**src/rtl/sha256_compress.sv**
```systemverilog
// SHA-256 compression core: one round per cycle over a sliding 16-word schedule window,
// accumulating H across the chunks of a message and holding the digest on a ready/valid port.
module sha256_compress (
  input  logic              clk,
  input  logic              rst,
  output logic              chunk_rdy,
  input  logic              chunk_vld,
  input  logic [15:0][31:0] chunk_in,
  input  logic              chunk_first,
  input  logic              chunk_last,
  input  logic              digest_rdy,
  output logic              digest_vld,
  output logic [255:0]      digest,
  output logic              busy
);

  typedef enum logic [1:0] {IDLE = 2'd0, ROUND = 2'd1, UPDATE = 2'd2, DONE = 2'd3} state_t;

  // Element 0 is H0 / a; packed concatenation lists the highest index first.
  localparam logic [7:0][31:0] IV = {
    32'h5be0cd19, 32'h1f83d9ab, 32'h9b05688c, 32'h510e527f,
    32'ha54ff53a, 32'h3c6ef372, 32'hbb67ae85, 32'h6a09e667};

  localparam logic [31:0] K_TAB [64] = '{
    32'h428a2f98, 32'h71374491, 32'hb5c0fbcf, 32'he9b5dba5, 32'h3956c25b, 32'h59f111f1, 32'h923f82a4, 32'hab1c5ed5,
    32'hd807aa98, 32'h12835b01, 32'h243185be, 32'h550c7dc3, 32'h72be5d74, 32'h80deb1fe, 32'h9bdc06a7, 32'hc19bf174,
    32'he49b69c1, 32'hefbe4786, 32'h0fc19dc6, 32'h240ca1cc, 32'h2de92c6f, 32'h4a7484aa, 32'h5cb0a9dc, 32'h76f988da,
    32'h983e5152, 32'ha831c66d, 32'hb00327c8, 32'hbf597fc7, 32'hc6e00bf3, 32'hd5a79147, 32'h06ca6351, 32'h14292967,
    32'h27b70a85, 32'h2e1b2138, 32'h4d2c6dfc, 32'h53380d13, 32'h650a7354, 32'h766a0abb, 32'h81c2c92e, 32'h92722c85,
    32'ha2bfe8a1, 32'ha81a664b, 32'hc24b8b70, 32'hc76c51a3, 32'hd192e819, 32'hd6990624, 32'hf40e3585, 32'h106aa070,
    32'h19a4c116, 32'h1e376c08, 32'h2748774c, 32'h34b0bcb5, 32'h391c0cb3, 32'h4ed8aa4a, 32'h5b9cca4f, 32'h682e6ff3,
    32'h748f82ee, 32'h78a5636f, 32'h84c87814, 32'h8cc70208, 32'h90befffa, 32'ha4506ceb, 32'hbef9a3f7, 32'hc67178f2};

  function automatic logic [31:0] bsig0(input logic [31:0] x);
    return {x[1:0], x[31:2]} ^ {x[12:0], x[31:13]} ^ {x[21:0], x[31:22]};
  endfunction

  function automatic logic [31:0] bsig1(input logic [31:0] x);
    return {x[5:0], x[31:6]} ^ {x[10:0], x[31:11]} ^ {x[24:0], x[31:25]};
  endfunction

  function automatic logic [31:0] ssig0(input logic [31:0] x);
    return {x[6:0], x[31:7]} ^ {x[17:0], x[31:18]} ^ {3'b000, x[31:3]};
  endfunction

  function automatic logic [31:0] ssig1(input logic [31:0] x);
    return {x[16:0], x[31:17]} ^ {x[18:0], x[31:19]} ^ {10'b0000000000, x[31:10]};
  endfunction

  function automatic logic [31:0] ch(input logic [31:0] e, input logic [31:0] f, input logic [31:0] g);
    return (e & f) ^ (~e & g);
  endfunction

  function automatic logic [31:0] maj(input logic [31:0] a, input logic [31:0] b, input logic [31:0] c);
    return (a & b) ^ (a & c) ^ (b & c);
  endfunction

  state_t            state_r;
  logic [7:0][31:0]  hash_r;
  logic [7:0][31:0]  wv_r;
  logic [15:0][31:0] win_r;
  logic [5:0]        t_r;
  logic              last_r;
  logic              chunk_rdy_r;
  logic              digest_vld_r;
  logic              busy_r;

  logic [31:0]       t1_s;
  logic [31:0]       t2_s;
  logic [31:0]       w_new_s;
  logic [7:0][31:0]  wv_next_s;

  // Round datapath: next working variables and next schedule word.
  always_comb begin
    t1_s      = wv_r[7] + bsig1(wv_r[4]) + ch(wv_r[4], wv_r[5], wv_r[6]) + K_TAB[t_r] + win_r[0];
    t2_s      = bsig0(wv_r[0]) + maj(wv_r[0], wv_r[1], wv_r[2]);
    w_new_s   = ssig1(win_r[14]) + win_r[9] + ssig0(win_r[1]) + win_r[0];
    wv_next_s = {wv_r[6:4], wv_r[3] + t1_s, wv_r[2:0], t1_s + t2_s};
  end

  // Control FSM with hash state, window, working vars and registered handshake outputs.
  always_ff @(posedge clk) begin
    if (rst) begin
      state_r      <= IDLE;
      t_r          <= 6'd0;
      hash_r       <= IV;
      last_r       <= 1'b0;
      chunk_rdy_r  <= 1'b0;
      digest_vld_r <= 1'b0;
      busy_r       <= 1'b0;
    end else begin
      case (state_r)
        IDLE: begin
          chunk_rdy_r <= 1'b1;
          if (chunk_rdy_r && chunk_vld) begin
            win_r       <= chunk_in;
            wv_r        <= chunk_first ? IV : hash_r;
            if (chunk_first) begin
              hash_r <= IV;
            end
            last_r      <= chunk_last;
            t_r         <= 6'd0;
            state_r     <= ROUND;
            chunk_rdy_r <= 1'b0;
            busy_r      <= 1'b1;
          end
        end
        ROUND: begin
          wv_r  <= wv_next_s;
          win_r <= {w_new_s, win_r[15:1]};
          t_r   <= t_r + 6'd1;
          if (t_r == 6'd63) begin
            state_r <= UPDATE;
          end
        end
        UPDATE: begin
          for (int i = 0; i < 8; i++) begin
            hash_r[i] <= hash_r[i] + wv_r[i];
          end
          if (last_r) begin
            state_r      <= DONE;
            digest_vld_r <= 1'b1;
          end else begin
            state_r     <= IDLE;
            chunk_rdy_r <= 1'b1;
            busy_r      <= 1'b0;
          end
        end
        DONE: begin
          if (digest_vld_r && digest_rdy) begin
            state_r      <= IDLE;
            digest_vld_r <= 1'b0;
            chunk_rdy_r  <= 1'b1;
            busy_r       <= 1'b0;
          end
        end
        default: begin
          state_r      <= IDLE;
          chunk_rdy_r  <= 1'b0;
          digest_vld_r <= 1'b0;
          busy_r       <= 1'b0;
        end
      endcase
    end
  end

  assign chunk_rdy  = chunk_rdy_r;
  assign digest_vld = digest_vld_r;
  assign busy       = busy_r;
  assign digest     = {hash_r[0], hash_r[1], hash_r[2], hash_r[3],
                       hash_r[4], hash_r[5], hash_r[6], hash_r[7]};

endmodule

```
**config.mk**
```make
export PLATFORM = sky130hd
export DESIGN_NAME = sha256_compress
export DESIGN_NICKNAME = d
export VERILOG_FILES = /design/src/rtl/sha256_compress.sv
export SDC_FILE = /design/constraint.sdc
export NUM_CORES = 2
export LEC_CHECK = 0
export ABC_CLOCK_PERIOD_IN_PS = 45300
export CAP_MARGIN = 10
export CORE_AREA = 2 2 421 423
export DETAILED_ROUTE_END_ITERATION = 6
export DIE_AREA = 0 0 423 425
export PLACE_DENSITY_LB_ADDON = 0.25
export SLEW_MARGIN = 0
export SYNTH_ARGS = -nofsm -noshare
export SYNTH_HDL_FRONTEND = slang
export SYNTH_SLANG_ARGS = --single-unit
```
**constraint.sdc**
```tcl
create_clock -name clk -period 45.3 [get_ports clk]
set_clock_uncertainty 0.2 [all_clocks]
set_input_delay 6.795 -clock clk [delete_from_list [all_inputs] [get_ports clk]]
set_output_delay 6.795 -clock clk [all_outputs]
set_load 0.01 [all_outputs]
```
* Word-level counts from Yosys, hierarchy flattened
Memory sizes are Yosys's and may differ from the RTL's. Cells that the tools add are included.
Operators by class: bitwise logic cells 19, add/subtract/negate cells 19, mux-type cells 25, magnitude comparators 1, eq/ne operators 9, reduce and logical (&&, ||, !) cells 15
Operators by type and width (number):
- one-hot mux 256 bit (2 select lines) | 2
- one-hot mux 512 bit (2 select lines) | 1
- adder 32 bit | 18
- 2-to-1 mux 256 bit | 2
- 2-to-1 mux 512 bit | 1
- bitwise XOR 32 bit | 9
- bitwise AND 32 bit | 5
- 2-to-1 mux 32 bit | 2
- inverter 32 bit | 1
- bitwise XOR 32 x 22 -> 32 bit | 1
- bitwise XOR 32 x 29 -> 32 bit | 1
- one-hot mux 6 bit (2 select lines) | 1
- AND reduction 3 bit | 4
- inequality test 2 bit (second input constant) | 5
- 2-to-1 mux 2 bit | 4
- one-hot mux 2 bit (4 select lines) | 1
- >= comparator 7 bit (second input constant) | 1
- 2-to-1 mux 1 bit | 7
- inverter 6 -> 7 bit | 1
- adder 6 x 1 -> 6 bit (second input constant) | 1
- == test 6 bit (second input constant) | 1
- 2-to-1 mux 6 bit | 1
- one-hot mux 1 bit (3 select lines) | 2
- AND reduction 2 bit | 3
- 9 further kinds | 13
Storage, ports and cells: word-level logic and storage cells 127, output and inout bits 259, ROM bits 2048, register bits after elaboration 1036, memories 1
Memory list:
- (no name shown) | words 64, width 32, read ports 1, clocked after memory_dff 0, wr ports 0, line 75 | t1_s = wv_r[7] + bsig1(wv_r[4]) + ch(wv_r[4], wv_r[5], wv_r[6]) + K_TAB[t_r] + win_r[0];

* Longest topological paths before layout
depth in word-level cells 8, gate-level depth with buffers 41, depth with buffers taken out 41

* Least setup slack after synthesis
OpenSTA, ideal clock, no wires.
kind input to register, from input rst, to register win_r[0] (netlist name) (enable), buffers on the path 3, data arrival time 39159 ps, slack 4021 ps, stages 4, cells stage by stage clkbuf_1 > clkbuf_1 > buf_1 > nor2_1
On the way: cells in the longest elaborated chain, start to end 2
RTL lines:
- start, declared | line 5 | input logic rst,
- inverter 1 bit (no source line)
- AND reduction 3 bit (no source line)
- end signal, assigned | line 96 | win_r <= chunk_in;
- end signal, assigned | line 110 | win_r <= {w_new_s, win_r[15:1]};
- end, declared | line 61 | logic [15:0][31:0] win_r;
No other way between the ends. A chain may end at the register's enable or synchronous reset.

* Worst setup path in the final report
from input chunk_vld, to register win_r[257] (netlist name) (enable)
On the way: cells in the longest elaborated chain, start to end 3
RTL lines:
- start, declared | line 7 | input logic chunk_vld,
- logical AND 1 bit | line 95 | if (chunk_rdy_r && chunk_vld) begin
- inequality test 2 bit (no source line)
- AND reduction 3 bit (no source line)
No other way between the ends.

==> results_dict.tcl <==
set metrics [dict create \
    cts_resized 0 \
    yosysWarnings 0 \
    fp.dieArea_mm2 0.180 \
    dpl.hpwl_mm 219 \
    wl_met3_mm 25.6 \
    hold_violations 0 \
    postCtsHoldBufs 0 \
    slew_headroom_pct 16.2 \
    cts.path.max_buffers 3 \
    drv_cap 0 \
    crit_type "input pin to register" \
    cts_tree "done" \
    gp_congestion 0.965 \
    violations "DRC" \
    drc 2 \
    top_layer "met5" \
    synth_edf_count 768 \
    netlist_area_mm2 0.0696 \
    fin_crit_sh_pct 26.4 \
    worstSkewPairLatency_ns 0.82 \
    wire_per_inst_um 26.3 \
    synthTopCellsByArea "edfxtp_1 (33%), nand2_1 (12%), dfxtp_1 (7.7%)" \
    hold_class "register to register" \
    start_util_pct 39.7 \
    min_from "digest[222]" \
    grt_overflow 0 \
    totalWireLength_mm 287 \
    slew_violations 0 \
    core_mm2 0.175 \
    r2r-start "t_r[0]" \
    ys_seq_area_share_pct 40.8 \
    top_level_ports 777 \
    syn_inst 7908 \
    die-width_um 423 \
    synth_top_cell_by_area "edfxtp_1" \
    cts_buffers 121 \
    syn_nets 9021 \
    h-tree-depth 3 \
    critPathLaunchType "input pin" \
    area_growth_pct 20.0 \
    worstMarginPinSlew_ns 1.25 \
    synth-seq-cells 1036 \
    grt_pass1_vias 57182 \
    drive_above_1_share_pct 4.12 \
    max_stage_delay_ns 0.90 \
    via_per_inst 5.58 \
    via_count 60927 \
    synth_cell_types 91 \
    yosys_most_used_dff "edfxtp_1" \
    fill_cells 16945 \
    min_period_ns 11.95 \
    ys_async_sr_fraction_pct 0 \
    row_count 154 \
    die_h_um 425 \
    grt_max_degree 211 \
    worstPathArrival_ns 12.15 \
    tns_ns 0 \
    worstPathMaxFanout 78 \
    clock.fmax_ghz 0.0837 \
    setup_viol 0 \
    critPathLaunch "chunk_vld" \
    grt_setup_unrepaired "false" \
    m1WireLength_mm 123 \
    status "finished, violations left" \
    dr_wl_met2_mm 126 \
    nets 9578 \
    ant_nets 0 \
    slowest_stage "buf_4" \
    firstDrtPassIters 7 \
    path_cells "clkdlybuf4s50_1 -> nand2_1 -> nand2b_1 -> nand2b_1 -> nor2_4 -> buf_4 -> buf_4 -> buf_4 -> buf_4" \
    antenna_found_initial 18 \
    clkSinkCount 1036 \
    path_common_cell "buf_4" \
    numPortBuffers 776 \
    grt_pass1_wl_mm 404 \
    postCtsSetupBuffers 0 \
    drtIter0Drc 7007 \
    synth_area_per_cell_um2 8.81 \
    path_clk_slew_ns 0.06 \
    worstPathRequired_ns 45.50 \
    synth_top_area_share_pct 33.1 \
    grt_util_all_layers_pct 30.8 \
    cts_root_buf "clkbuf_16" \
    crit_path_end_kind "register" \
]
[synthesized netlist by cell type, drive strengths merged (14+ instances only)]
library cell	count
o31ai	38
xnor2	326
o311ai	22
fa	196
inv	510
a21boi	15
nand4	17
o22ai	51
and3	29
or3	32
clkbuf	389
mux2	29
nand2b	63
o211ai	31
a211o	14
a21oi	452
edfxtp	768
nand3	108
buf	27
o21ai	558
nor3	108
a31oi	42
xor2	239
nor2b	46
o21a	51
dfxtp	268
nand2	2134
o21bai	49
nor2	327
a21o	191
a211oi	37
nand3b	122
ha	399
a22oi	34
[kinds of logic (layout without fill, tap and decap cells)]
family	Yosys count	count (layout)	synth area share, %
and+or+nand+nor	3029	3029	18.2
muxes	48	48	0.886
buffers and inverters	929	1586	5.01
adders and majority gates	599	599	12.9
AOI/OAI and AO/OA	1702	1702	15.1
other	0	16	0
xor gates and xnor gates	565	565	7.11
DFF	1036	1036	40.8
[routing by layer]
metal,global-route usage [%],vias up
li1,-,28145
met1,42.6,29647
met2,46.5,2718
met3,6.95,415
met4,12.5,2
met5,0,-
[worst paths after layout]
path | endpoint | slack [ns] | cells past startpoint
worst min register to register | digest[222] | 0.28 | 2
worst max register to register | wv_next_s[60] | 35.14 | 38
worst max-delay path | win_r[257] | 33.35 | 9
worst min-delay path | digest[222] | 0.28 | 2
[per-stage QoR]
stage | hold WS (ns) | cells | worst slack, ns | util (%) | area [um2]
floorplan | 0.284 | 7908 | 4.02 | - | 69600
global placement | 0.274 | 10682 | 32.74 | 45.3 | 79500
detailed placement | 0.276 | 10682 | 32.63 | 45.3 | 79500
CTS | 0.285 | 10905 | 33.46 | 47.6 | 83500
global route | 0.293 | 10919 | 33.17 | 47.7 | 83600
finish | 0.284 | 10921 | 33.35 | 47.7 | 83600
[worst max-delay path: cells and delay by family]
kind / cells / cell delay, ns
and+or+nand+nor: 4 / 1.18
buffers and inverters: 5 / 3.89
[layout by cell type (no fill, tap or decap), types with 61 or more instances in the layout]
cell	instances
buf_4	71
o21ai_1	77
a21o_1	191
fa_1	196
o21ai_0	480
nand3b_1	122
xor2_1	239
edfxtp_1	768
nor2_1	323
ha_1	399
clkdlybuf4s50_1	774
nand2b_1	61
a21oi_1	445
clkbuf_16	122
nand3_1	108
inv_1	509
nand2_1	2131
nor3_1	108
xnor2_1	325
dfxtp_1	265
[flip-flops by register name, indices dropped and copies added, names as in the netlist]
signal,flops
busy,1
chunk_rdy,1
digest,256
digest_vld,1
last_r,1
state_r,2
t_r,6
win_r,512
wv_next_s,192
wv_r,64
[layout make-up]
cell class / instances / area [um2] / area share, %
clock inverters: 66 / 817 / 0.977
clock buffers: 157 / 3270 / 3.92
flip-flops and latches: 1036 / 28400 / 34.0
well taps: 2340 / 2930 / 3.50
diodes: 16 / 40.0 / 0.0479
repair buffers: 850 / 8370 / 10.0
inverters: 513 / 1930 / 2.31
multi-input cells: 5943 / 37800 / 45.2
Power is left out: the tool's default activity adds up to more than one toggle a clock period on the data nets, which glitch-free logic cannot reach.
